`src/rtl/mfp_adc_seq_pkg.sv`:
```
// Shared constants for the MAX10 ADC slot sequencer.
// Register map offsets, mode encodings and FSM state type.
package mfp_adc_seq_pkg;

  localparam int REG_CONTROL = 0;
  localparam int REG_STATUS  = 1;
  localparam int REG_MASK    = 2;
  localparam int REG_START   = 3;
  localparam int REG_SLOT0   = 16;

  typedef enum logic [1:0] {
    MODE_SINGLE = 2'd0,
    MODE_CONT   = 2'd1,
    MODE_TRIG   = 2'd2
  } mode_e;

  typedef enum logic [2:0] {
    S_IDLE,
    S_CMD,
    S_RESP,
    S_NEXT,
    S_DONE
  } state_e;

endpackage

```
`src/rtl/mfp_adc_seq_avg.sv`:
```
// Per-slot sample accumulator: 2^LOG2 conversions summed, result = sum>>LOG2.
// LOG2=0 degenerates to a single pass-through conversion.
module mfp_adc_seq_avg
  import mfp_adc_seq_pkg::*;
#(
  parameter int LOG2 = 0
) (
  input  logic        clk_i,
  input  logic        rst_i,
  input  logic        clear_i,
  input  logic        sample_valid_i,
  input  logic [11:0] sample_i,
  output logic        first_o,
  output logic        last_o,
  output logic        done_o,
  output logic [11:0] result_o
);

  localparam int CW = (LOG2 > 0) ? LOG2 : 1;
  localparam int AW = 12 + LOG2;
  localparam logic [CW-1:0] CNT_LAST = CW'((1 << LOG2) - 1);

  logic [CW-1:0] cnt_q, cnt_d;
  logic [AW-1:0] acc_q, acc_d, sum;

  always_comb begin
    sum      = acc_q + AW'(sample_i);
    first_o  = (cnt_q == '0);
    last_o   = (cnt_q == CNT_LAST);
    done_o   = sample_valid_i & last_o;
    result_o = 12'(sum >> LOG2);
    cnt_d    = cnt_q;
    acc_d    = acc_q;
    if (clear_i) begin
      cnt_d = '0;
      acc_d = '0;
    end else if (sample_valid_i) begin
      if (last_o) begin
        cnt_d = '0;
        acc_d = '0;
      end else begin
        cnt_d = cnt_q + 1'b1;
        acc_d = sum;
      end
    end
  end

  always_ff @(posedge clk_i or posedge rst_i) begin
    if (rst_i) begin
      cnt_q <= '0;
      acc_q <= '0;
    end else begin
      cnt_q <= cnt_d;
      acc_q <= acc_d;
    end
  end

endmodule

```
`src/rtl/mfp_adc_max10_seq.sv`:
```
// MAX10 ADC slot sequencer with register port and command/response streams.
// Define MFP_ADC_SEQ_AVG_EN to average 2^AVG_LOG2 conversions per slot.
module mfp_adc_max10_seq
  import mfp_adc_seq_pkg::*;
#(
  parameter int SLOT_COUNT = 8,
  parameter int ADDR_WIDTH = 5,
  parameter int AVG_LOG2   = 2
) (
  input  logic                  CLK,
  input  logic                  RESET,
  input  logic [ADDR_WIDTH-1:0] read_addr,
  output logic [31:0]           read_data,
  input  logic [ADDR_WIDTH-1:0] write_addr,
  input  logic [31:0]           write_data,
  input  logic                  write_enable,
  output logic                  ADC_C_Valid,
  output logic [4:0]            ADC_C_Channel,
  output logic                  ADC_C_SOP,
  output logic                  ADC_C_EOP,
  input  logic                  ADC_C_Ready,
  input  logic                  ADC_R_Valid,
  input  logic [4:0]            ADC_R_Channel,
  input  logic [11:0]           ADC_R_Data,
  input  logic                  ADC_R_SOP,
  input  logic                  ADC_R_EOP,
  input  logic                  ADC_Trigger,
  output logic                  ADC_Interrupt
);

`ifdef MFP_ADC_SEQ_AVG_EN
  localparam int AL = AVG_LOG2;
`else
  localparam int AL = 0 * AVG_LOG2;
`endif
  localparam int SW = (SLOT_COUNT > 1) ? $clog2(SLOT_COUNT) : 1;

  state_e                state_q, state_d;
  logic [SW-1:0]         slot_q, slot_d;
  logic                  en_q, irq_en_q, done_q, ovr_q, trig_q;
  logic [1:0]            mode_q;
  logic [SLOT_COUNT-1:0] mask_q, vld_q;
  logic [4:0]            chan_q [SLOT_COUNT];
  logic [11:0]           res_q  [SLOT_COUNT];

  logic [SW-1:0] first_idx, next_idx;
  logic          has_next, start_wr, trig_rise, go, launch;
  logic          set_done, set_ovr, latch;
  logic          avg_first, avg_last, avg_done;
  logic [11:0]   avg_res;
  int            wa, ra;
  logic          unused_w;

  assign wa = int'(write_addr);
  assign ra = int'(read_addr);
  assign unused_w = ^{write_data, ADC_R_Channel, ADC_R_SOP, ADC_R_EOP};

  always_comb begin
    first_idx = '0;
    next_idx  = '0;
    has_next  = 1'b0;
    for (int i = SLOT_COUNT - 1; i >= 0; i--) begin
      if (mask_q[i]) begin
        first_idx = SW'(i);
        if (i > int'(slot_q)) begin
          next_idx = SW'(i);
          has_next = 1'b1;
        end
      end
    end
  end

  assign start_wr  = write_enable && (wa == REG_START);
  assign trig_rise = ADC_Trigger & ~trig_q;
  assign go = (mode_q == MODE_TRIG) ? trig_rise :
              ((mode_q == MODE_SINGLE) || (mode_q == MODE_CONT)) & start_wr;
  assign launch  = go & en_q & (|mask_q);
  assign set_ovr = go & (state_q != S_IDLE);
  assign ADC_Interrupt = irq_en_q & (done_q | ovr_q);

  mfp_adc_seq_avg #(.LOG2(AL)) u_avg (
    .clk_i          (CLK),
    .rst_i          (RESET),
    .clear_i        (state_q == S_IDLE),
    .sample_valid_i ((state_q == S_RESP) && ADC_R_Valid),
    .sample_i       (ADC_R_Data),
    .first_o        (avg_first),
    .last_o         (avg_last),
    .done_o         (avg_done),
    .result_o       (avg_res)
  );

  always_comb begin
    state_d       = state_q;
    slot_d        = slot_q;
    ADC_C_Valid   = 1'b0;
    ADC_C_Channel = '0;
    ADC_C_SOP     = 1'b0;
    ADC_C_EOP     = 1'b0;
    latch         = 1'b0;
    set_done      = 1'b0;
    unique case (state_q)
      S_IDLE: if (launch) begin
        state_d = S_CMD;
        slot_d  = first_idx;
      end
      S_CMD: begin
        ADC_C_Valid   = 1'b1;
        ADC_C_Channel = chan_q[slot_q];
        ADC_C_SOP     = (slot_q == first_idx) & avg_first;
        ADC_C_EOP     = ~has_next & avg_last;
        if (ADC_C_Ready) state_d = S_RESP;
      end
      S_RESP: if (ADC_R_Valid) begin
        latch = avg_done;
        // a disable only takes effect once the outstanding response is in
        if (!en_q)         state_d = S_IDLE;
        else if (avg_done) state_d = S_NEXT;
        else               state_d = S_CMD;
      end
      S_NEXT: begin
        if (!en_q) state_d = S_IDLE;
        else if (has_next) begin
          state_d = S_CMD;
          slot_d  = next_idx;
        end else state_d = S_DONE;
      end
      S_DONE: begin
        set_done = 1'b1;
        if (en_q && (mode_q == MODE_CONT) && (|mask_q)) begin
          state_d = S_CMD;
          slot_d  = first_idx;
        end else state_d = S_IDLE;
      end
      default: state_d = S_IDLE;
    endcase
  end

  always_ff @(posedge CLK or posedge RESET) begin
    if (RESET) begin
      state_q <= S_IDLE;
      slot_q  <= '0;
      trig_q  <= 1'b0;
    end else begin
      state_q <= state_d;
      slot_q  <= slot_d;
      trig_q  <= ADC_Trigger;
    end
  end

  always_ff @(posedge CLK or posedge RESET) begin
    if (RESET) begin
      en_q     <= 1'b0;
      mode_q   <= '0;
      irq_en_q <= 1'b0;
      done_q   <= 1'b0;
      ovr_q    <= 1'b0;
      mask_q   <= '0;
      vld_q    <= '0;
      for (int i = 0; i < SLOT_COUNT; i++) begin
        chan_q[i] <= '0;
        res_q[i]  <= '0;
      end
    end else begin
      if (write_enable) begin
        if (wa == REG_CONTROL) begin
          en_q     <= write_data[0];
          mode_q   <= write_data[2:1];
          irq_en_q <= write_data[3];
        end
        if (wa == REG_STATUS) begin
          if (write_data[1]) done_q <= 1'b0;
          if (write_data[2]) ovr_q  <= 1'b0;
        end
        if (wa == REG_MASK) mask_q <= write_data[SLOT_COUNT-1:0];
        for (int i = 0; i < SLOT_COUNT; i++)
          if (wa == REG_SLOT0 + i) chan_q[i] <= write_data[4:0];
      end
      // set events come last so they beat a same-cycle clear
      if (set_done) done_q <= 1'b1;
      if (set_ovr)  ovr_q  <= 1'b1;
      if (latch) begin
        res_q[slot_q] <= avg_res;
        vld_q[slot_q] <= 1'b1;
      end
    end
  end

  always_comb begin
    read_data = '0;
    if (ra == REG_CONTROL)
      read_data = {28'b0, irq_en_q, mode_q, en_q};
    else if (ra == REG_STATUS)
      read_data = {29'b0, ovr_q, done_q, state_q != S_IDLE};
    else if (ra == REG_MASK)
      read_data = 32'(mask_q);
    for (int i = 0; i < SLOT_COUNT; i++)
      if (ra == REG_SLOT0 + i) read_data = {vld_q[i], 19'b0, res_q[i]};
  end

endmodule

```
`config.mk`:
```
export PLATFORM = sky130hd
export DESIGN_NAME = mfp_adc_max10_seq
export DESIGN_NICKNAME = d
export VERILOG_FILES = /design/src/rtl/mfp_adc_seq_pkg.sv /design/src/rtl/mfp_adc_seq_avg.sv /design/src/rtl/mfp_adc_max10_seq.sv
export SDC_FILE = /design/constraint.sdc
export NUM_CORES = 1
export LEC_CHECK = 0
export ABC_AREA = 1
export CORE_AREA = 2 2 181 183
export DETAILED_ROUTE_END_ITERATION = 8
export DIE_AREA = 0 0 183 185
export GPL_TIMING_DRIVEN = 0
export PLACE_DENSITY = 0.43
export SLEW_MARGIN = 20
export SYNTH_ARGS = -nofsm -noshare
export SYNTH_HDL_FRONTEND = slang
export SYNTH_HIERARCHICAL = 1
export SYNTH_SLANG_ARGS = --single-unit
```
`constraint.sdc`:
```
create_clock -name CLK -period 6.8 [get_ports CLK]
set_input_delay 1.02 -clock CLK [delete_from_list [all_inputs] [get_ports CLK]]
set_output_delay 1.02 -clock CLK [all_outputs]
set_load 0.005 [all_outputs]
```
# Word level (Yosys, flattened, before mapping)
# Cells that the tools add are included.
# W data, S select, Z words.
[word_totals] ff_bits=178 inputBits=67 wordCells=216
[op_classes] add_sub_neg=2 order_cmp=11 n_eq_ne=34 n_mux=91 bitwise=15 n_reduce_logical=35
[ops] operator="$mux W32" count=8
[ops] operator="$bwmux W96" count=1
[ops] operator="$mux W3" count=31
[ops] operator="$eq A5 B5 Y1 const B" count=16
[ops] operator="$logic_not A32 Y1" count=2
[ops] operator="$mux W12" count=4
[ops] operator="$demux W12 S3" count=1
[ops] operator="$mux W1" count=34
[ops] operator="$mux W8" count=3
[ops] operator="$reduce_and A2 Y1" count=10
[ops] operator="$bmux W5 S3" count=1
[ops] operator="$eq A5 B3 Y1 const B" count=3
[ops] operator="$mux W5" count=3
[ops] operator="$pmux W3 S5" count=1
[ops] operator="$reduce_bool A2 Y1" count=7
[ops] operator="$add A12 B12 Y12" count=1
[ops] operator="$gt A3 B3 Y1 const A" count=4
[ops] operator="$ne A2 B2 Y1 const B" count=6
[ops] operator="$eq A5 B2 Y1 const B" count=2
[ops] operator="$and A1 B1 Y1" count=9
[ops] operator="$pmux W3 S3" count=1
[ops] operator="$reduce_and A3 Y1" count=3
[ops] operator="$or A8 B8 Y8" count=1
[ops] operator="$reduce_or A8 Y1" count=1
[ops] operator="24 further kinds" count=35

# Logic depth before layout (Yosys ltp)
[logic_depth] depth_word=18 mapped_depth=12 mapped_depth_nobuf=12

# Hierarchy
# Netlist, hierarchy kept.
[by_module_without_submodules] mod="mfp_adc_max10_seq" instances=1 cells_per_inst=984 area_per_inst_um2=7772.5 seq_area_each_um2=4129.0
[by_module_without_submodules] mod="mfp_adc_seq_avg" instances=1 cells_per_inst=16 area_per_inst_um2=116.4 seq_area_each_um2=0.0

# Least setup slack after synthesis
# Ideal clock, no wire load.
[synth_timing] path_type="in2out" from="in read_addr[1]" to="out read_data[5]" t_arrival_ps=2013 required_ps=5780 setup_slack_ps=3767 path_stages=8 n_path_buf=1 path_cell_list="nor2_1 -> inv_1 -> nor3_2 -> buf_4 -> a21oi_1 -> nand4_1 -> o21ai_0 -> nand3_1"
[synth_via] elab_chain_cells=12 elab_cells_between_ends=22
[synth_rtl] item="start, declared" line_no="mfp_adc_max10_seq.sv:12" source="input logic [ADDR_WIDTH-1:0] read_addr,"
[synth_rtl] item="$eq A5 B3 Y1" line_no="mfp_adc_max10_seq.sv:195" source="else if (ra == REG_MASK)"
[synth_rtl] item="$mux W8" line_no="mfp_adc_max10_seq.sv:195"
[synth_rtl] item="$mux W8" line_no="mfp_adc_max10_seq.sv:193" source="else if (ra == REG_STATUS)"
[synth_rtl] item="$mux W8" line_no="mfp_adc_max10_seq.sv:191" source="if (ra == REG_CONTROL)"
[synth_rtl] item="$mux W32 (7 in series)" line_no="mfp_adc_max10_seq.sv:198" source="if (ra == REG_SLOT0 + i) read_data = {vld_q[i], 19'b0, res_q[i]};"
[synth_rtl] item="$mux W32 (*)" line_no="mfp_adc_max10_seq.sv:198"
[synth_rtl] item="end, declared" line_no="mfp_adc_max10_seq.sv:13" source="output logic [31:0] read_data,"
# Every way passes the cells marked *; elsewhere a longest branch is shown, timed or not.

# Worst setup path after layout
[layout_timing] from="in read_addr[1]" to="out read_data[8]"
[layout_via] elab_chain_cells=9 elab_cells_between_ends=16
[layout_rtl] item="$eq A5 B5 Y1" line_no="mfp_adc_max10_seq.sv:198"
[layout_rtl] item="$mux W32 (7 in series)" line_no="mfp_adc_max10_seq.sv:198"
[layout_rtl] item="$mux W32 (*)" line_no="mfp_adc_max10_seq.sv:198"
# Marked as above.

==> flow_metrics.env <==
export IMPL_drtAntennaViolNets=0
export IMPL_arrival_ns=3.83
export IMPL_synth_compound_area_share_pct=13.7
export IMPL_cts_resized=0
export IMPL_period_needed_ns=4.85
export IMPL_final_common_cell="nand2_1"
export IMPL_worst_pin_slew_ns=0.711
export IMPL_initial_core_util_pct=24.6
export IMPL_drt_iter0_markers=547
export IMPL_finalInstanceArea_mm2=0.00954
export IMPL_worstPathRequired_ns=5.78
export IMPL_powerDensity_mw_per_mm2=291
export IMPL_endpoint_kind="output pin"
export IMPL_die_h_um=185
export IMPL_holdPathStages=2
export IMPL_cpPeakStageDelay_ns=0.57
export IMPL_worstHoldEndpoint="vld_q[1]$_DFFE_PP0P_"
export IMPL_yosysSeqAreaShare_pct=52.3
export IMPL_fillers=3492
export IMPL_avgSynthCellArea_um2=7.89
export IMPL_clock_skew_ns=0.0104
export IMPL_dpl_cell_area_mm2=0.00894
export IMPL_worst_r2r_endpoint="res_q[52]$_DFFE_PP0P_"
export IMPL_tritoncts="done"
export IMPL_maxCapViolCount=0
export IMPL_drt_pass1_iter_count=5
export IMPL_worstSetupPathType="in -> out"
export IMPL_cts_sinks=165
export IMPL_num_rows=66
export IMPL_startpoint_type="primary input"
export IMPL_routedWlPerCell_um=15.7
export IMPL_p_leak_nw=4.40
export IMPL_layout_common_cells="314 x nand2_1, 175 x o21ai_0, 165 x dfrtp_1"
export IMPL_slew_limit_headroom_pct=52.6
export IMPL_reg2reg_depth=9
export IMPL_port_buffers=43
export IMPL_maxSlewViolCount=0
export IMPL_hold_path_class="reg -> reg"
export IMPL_final_layout_size_suffix_gt1_share_pct=8.13
export IMPL_yosysTopAreaCellShare_pct=52.3
export IMPL_pin_count=108
export IMPL_antenna_found_initial=0
export IMPL_ys_warn_count=6
export IMPL_grt_overflow=0
export IMPL_die_area_mm2=0.0339
export IMPL_crit_slowest_cell="nor2_1"
export IMPL_htreeDepth=4
export IMPL_cts_root_buffer="clkbuf_16"
export IMPL_worst_r2r_startpoint="state_q[2]$_DFFE_PP0P_"
export IMPL_die_x_um=183
export IMPL_syn_inst=1000
export IMPL_mappedNetlistArea_mm2=0.00789
export IMPL_yosysUniqueCellTypes=34
export IMPL_dp_hpwl_um=17400
export IMPL_cp_startpoint="read_addr[1]"
export IMPL_status="completed"
export IMPL_synthMuxAreaShare_pct=0.143
export IMPL_area_delta_synth_final_pct=20.9
export IMPL_synth_edf_count=0
export IMPL_cts_clk_slew_worst_paths_ns=0.07
export IMPL_ys_seq_elements=165
export IMPL_hold_viol=0
export IMPL_diodes=0
export IMPL_crit_family="buffers and inverters"
export IMPL_drcViolationCount=0
export IMPL_synth_top_family_by_area="simple AND/OR/NAND/NOR gates"
export IMPL_cts_buffers=17
export IMPL_synthFlopType="dfrtp_1"
export IMPL_cp_num_buf_inv=4
export IMPL_holdWs_ns=0.459
export IMPL_ir_drop_uv=119
export IMPL_worstPathCellList="clkdlybuf4s50_1, inv_1, nor2_1, nand2_1, nor2_1, clkbuf_1, nand2_1, nand4_1, clkdlybuf4s50_1"
export IMPL_cts_buffer_depth=2
export IMPL_post_cts_buffers=0
export IMPL_async_flop_share_pct=100
export IMPL_coreArea_mm2=0.0320
export IMPL_synthAdderAreaFrac_pct=0
export IMPL_grt_pass1_vias=6429
export IMPL_via_count=6651
export IMPL_reg2reg_slack_ns=4.46
export IMPL_synth_top_cell_by_area="dfrtp_1"
export IMPL_min_delay_start="vld_q[1]$_DFFE_PP0P_"
export IMPL_drt_total_wl_um=23600
export IMPL_fmax_mhz=206
export IMPL_ctsHoldBuffers=0
export IMPL_grt_max_degree=96
export IMPL_synth_xor_area_share_pct=0.222
export IMPL_synth_simple_area_share_pct=24.5
export IMPL_crit_fanout=10
export IMPL_fin_crit_sh_pct=71.3
export IMPL_viasPerCell=4.43
export IMPL_num_nets_final=1149
export IMPL_finalSetupViolations=0
export IMPL_final_util_pct=29.8
export IMPL_place_congestion=0.769
export IMPL_insertion_delay_ns=0.44
export IMPL_grtUsageTotal_pct=14.7
export IMPL_rsz0062_at_grt="false"
export IMPL_synthTopCellsByArea="dfrtp_1 52%, nand2_1 15%, o21ai_0 11%"
export IMPL_grt_pass1_wl_um=38300
through the flow:
step / TNS (ns) / setup slack (ns) / total power [mW] / instances
final: 0 / 1.95 / 2.77 / 1503
after global routing: 0 / 1.73 / 2.95 / 1503
after CTS: 0 / 1.99 / 2.81 / 1503
after detailed placement: 0 / 1.99 / 1.81 / 1471
after global placement: -245.42 / -1.50 / 1.80 / 1470
after floorplan: 0 / 1.32 / 1.57 / 1019
registers in the layout, summed over array words and instances, names as in the netlist:
name      flops
irq_en_q      1
vld_q         8
mask_q        8
slot_q        3
mode_q        2
res_q        96
done_q        1
ovr_q         1
chan_q       40
trig_q        1
en_q          1
state_q       3
where the power goes:
group,total (mW),switching [mW],internal (mW)
combinational,0.599,0.382,0.217
sequential,1.18,0.0816,1.10
clock,0.993,0.425,0.568
total,2.77,0.889,1.88
layer usage:
layer	GRT usage (%)	up-vias	share of wire [%]
met5	0	-	0
met4	3.87	0	0.90
met3	2.16	11	3.2
met2	22.6	130	45
met1	21.6	3154	51
li1	-	3356	-
synthesized netlist by cell type (10+ instances only):
master and count:
buf_4 37, dfrtp_1 165, nand4_1 24, clkbuf_1 19, inv_1 80, o21ai_0 175
a21oi_1 21, nand3_1 33, buf_2 10, nor2_1 77, nand2_1 314, nor3_1 12
worst max-delay path by stage:
stage / end / slack [ns] / cells after the start
after floorplan: chan_q[0]$_DFFE_PP0P_ / 1.32 / 1
after global routing: read_data[3] / 1.73 / 9
after global placement: irq_en_q$_DFFE_PP0P_ / -1.50 / 2
after detailed placement: read_data[8] / 1.99 / 9
after CTS: read_data[8] / 1.99 / 9
final: read_data[8] / 1.95 / 9
cell type report:
type	count	area (um2)	share of cell area [%]
tap	408	510	5.35
multi-input combinational	704	3120	32.7
buffer	67	403	4.22
sequential	165	4130	43.3
timing repair buffer	44	458	4.80
inverter	83	319	3.35
clock buffer	20	457	4.79
clock inverter	12	144	1.51
worst reg2reg max path, delay by kind of cell (launching register included):
kind	cells	cell delay (ns)
and+or+nand+nor	5	1.00
AOI/OAI and AO/OA	1	0.24
buffers and inverters	3	0.58
DFF	1	0.42
cell families after synthesis:
logic type                count (synthesis)
buffers and inverters                   150
muxes                                     1
other                                     2
xor gates and xnor gates                  2
AOI/OAI and AO/OA                       209
and+or+nand+nor                         471
DFF                                     165
No activity file was read; power rests on OpenSTA's default activity.
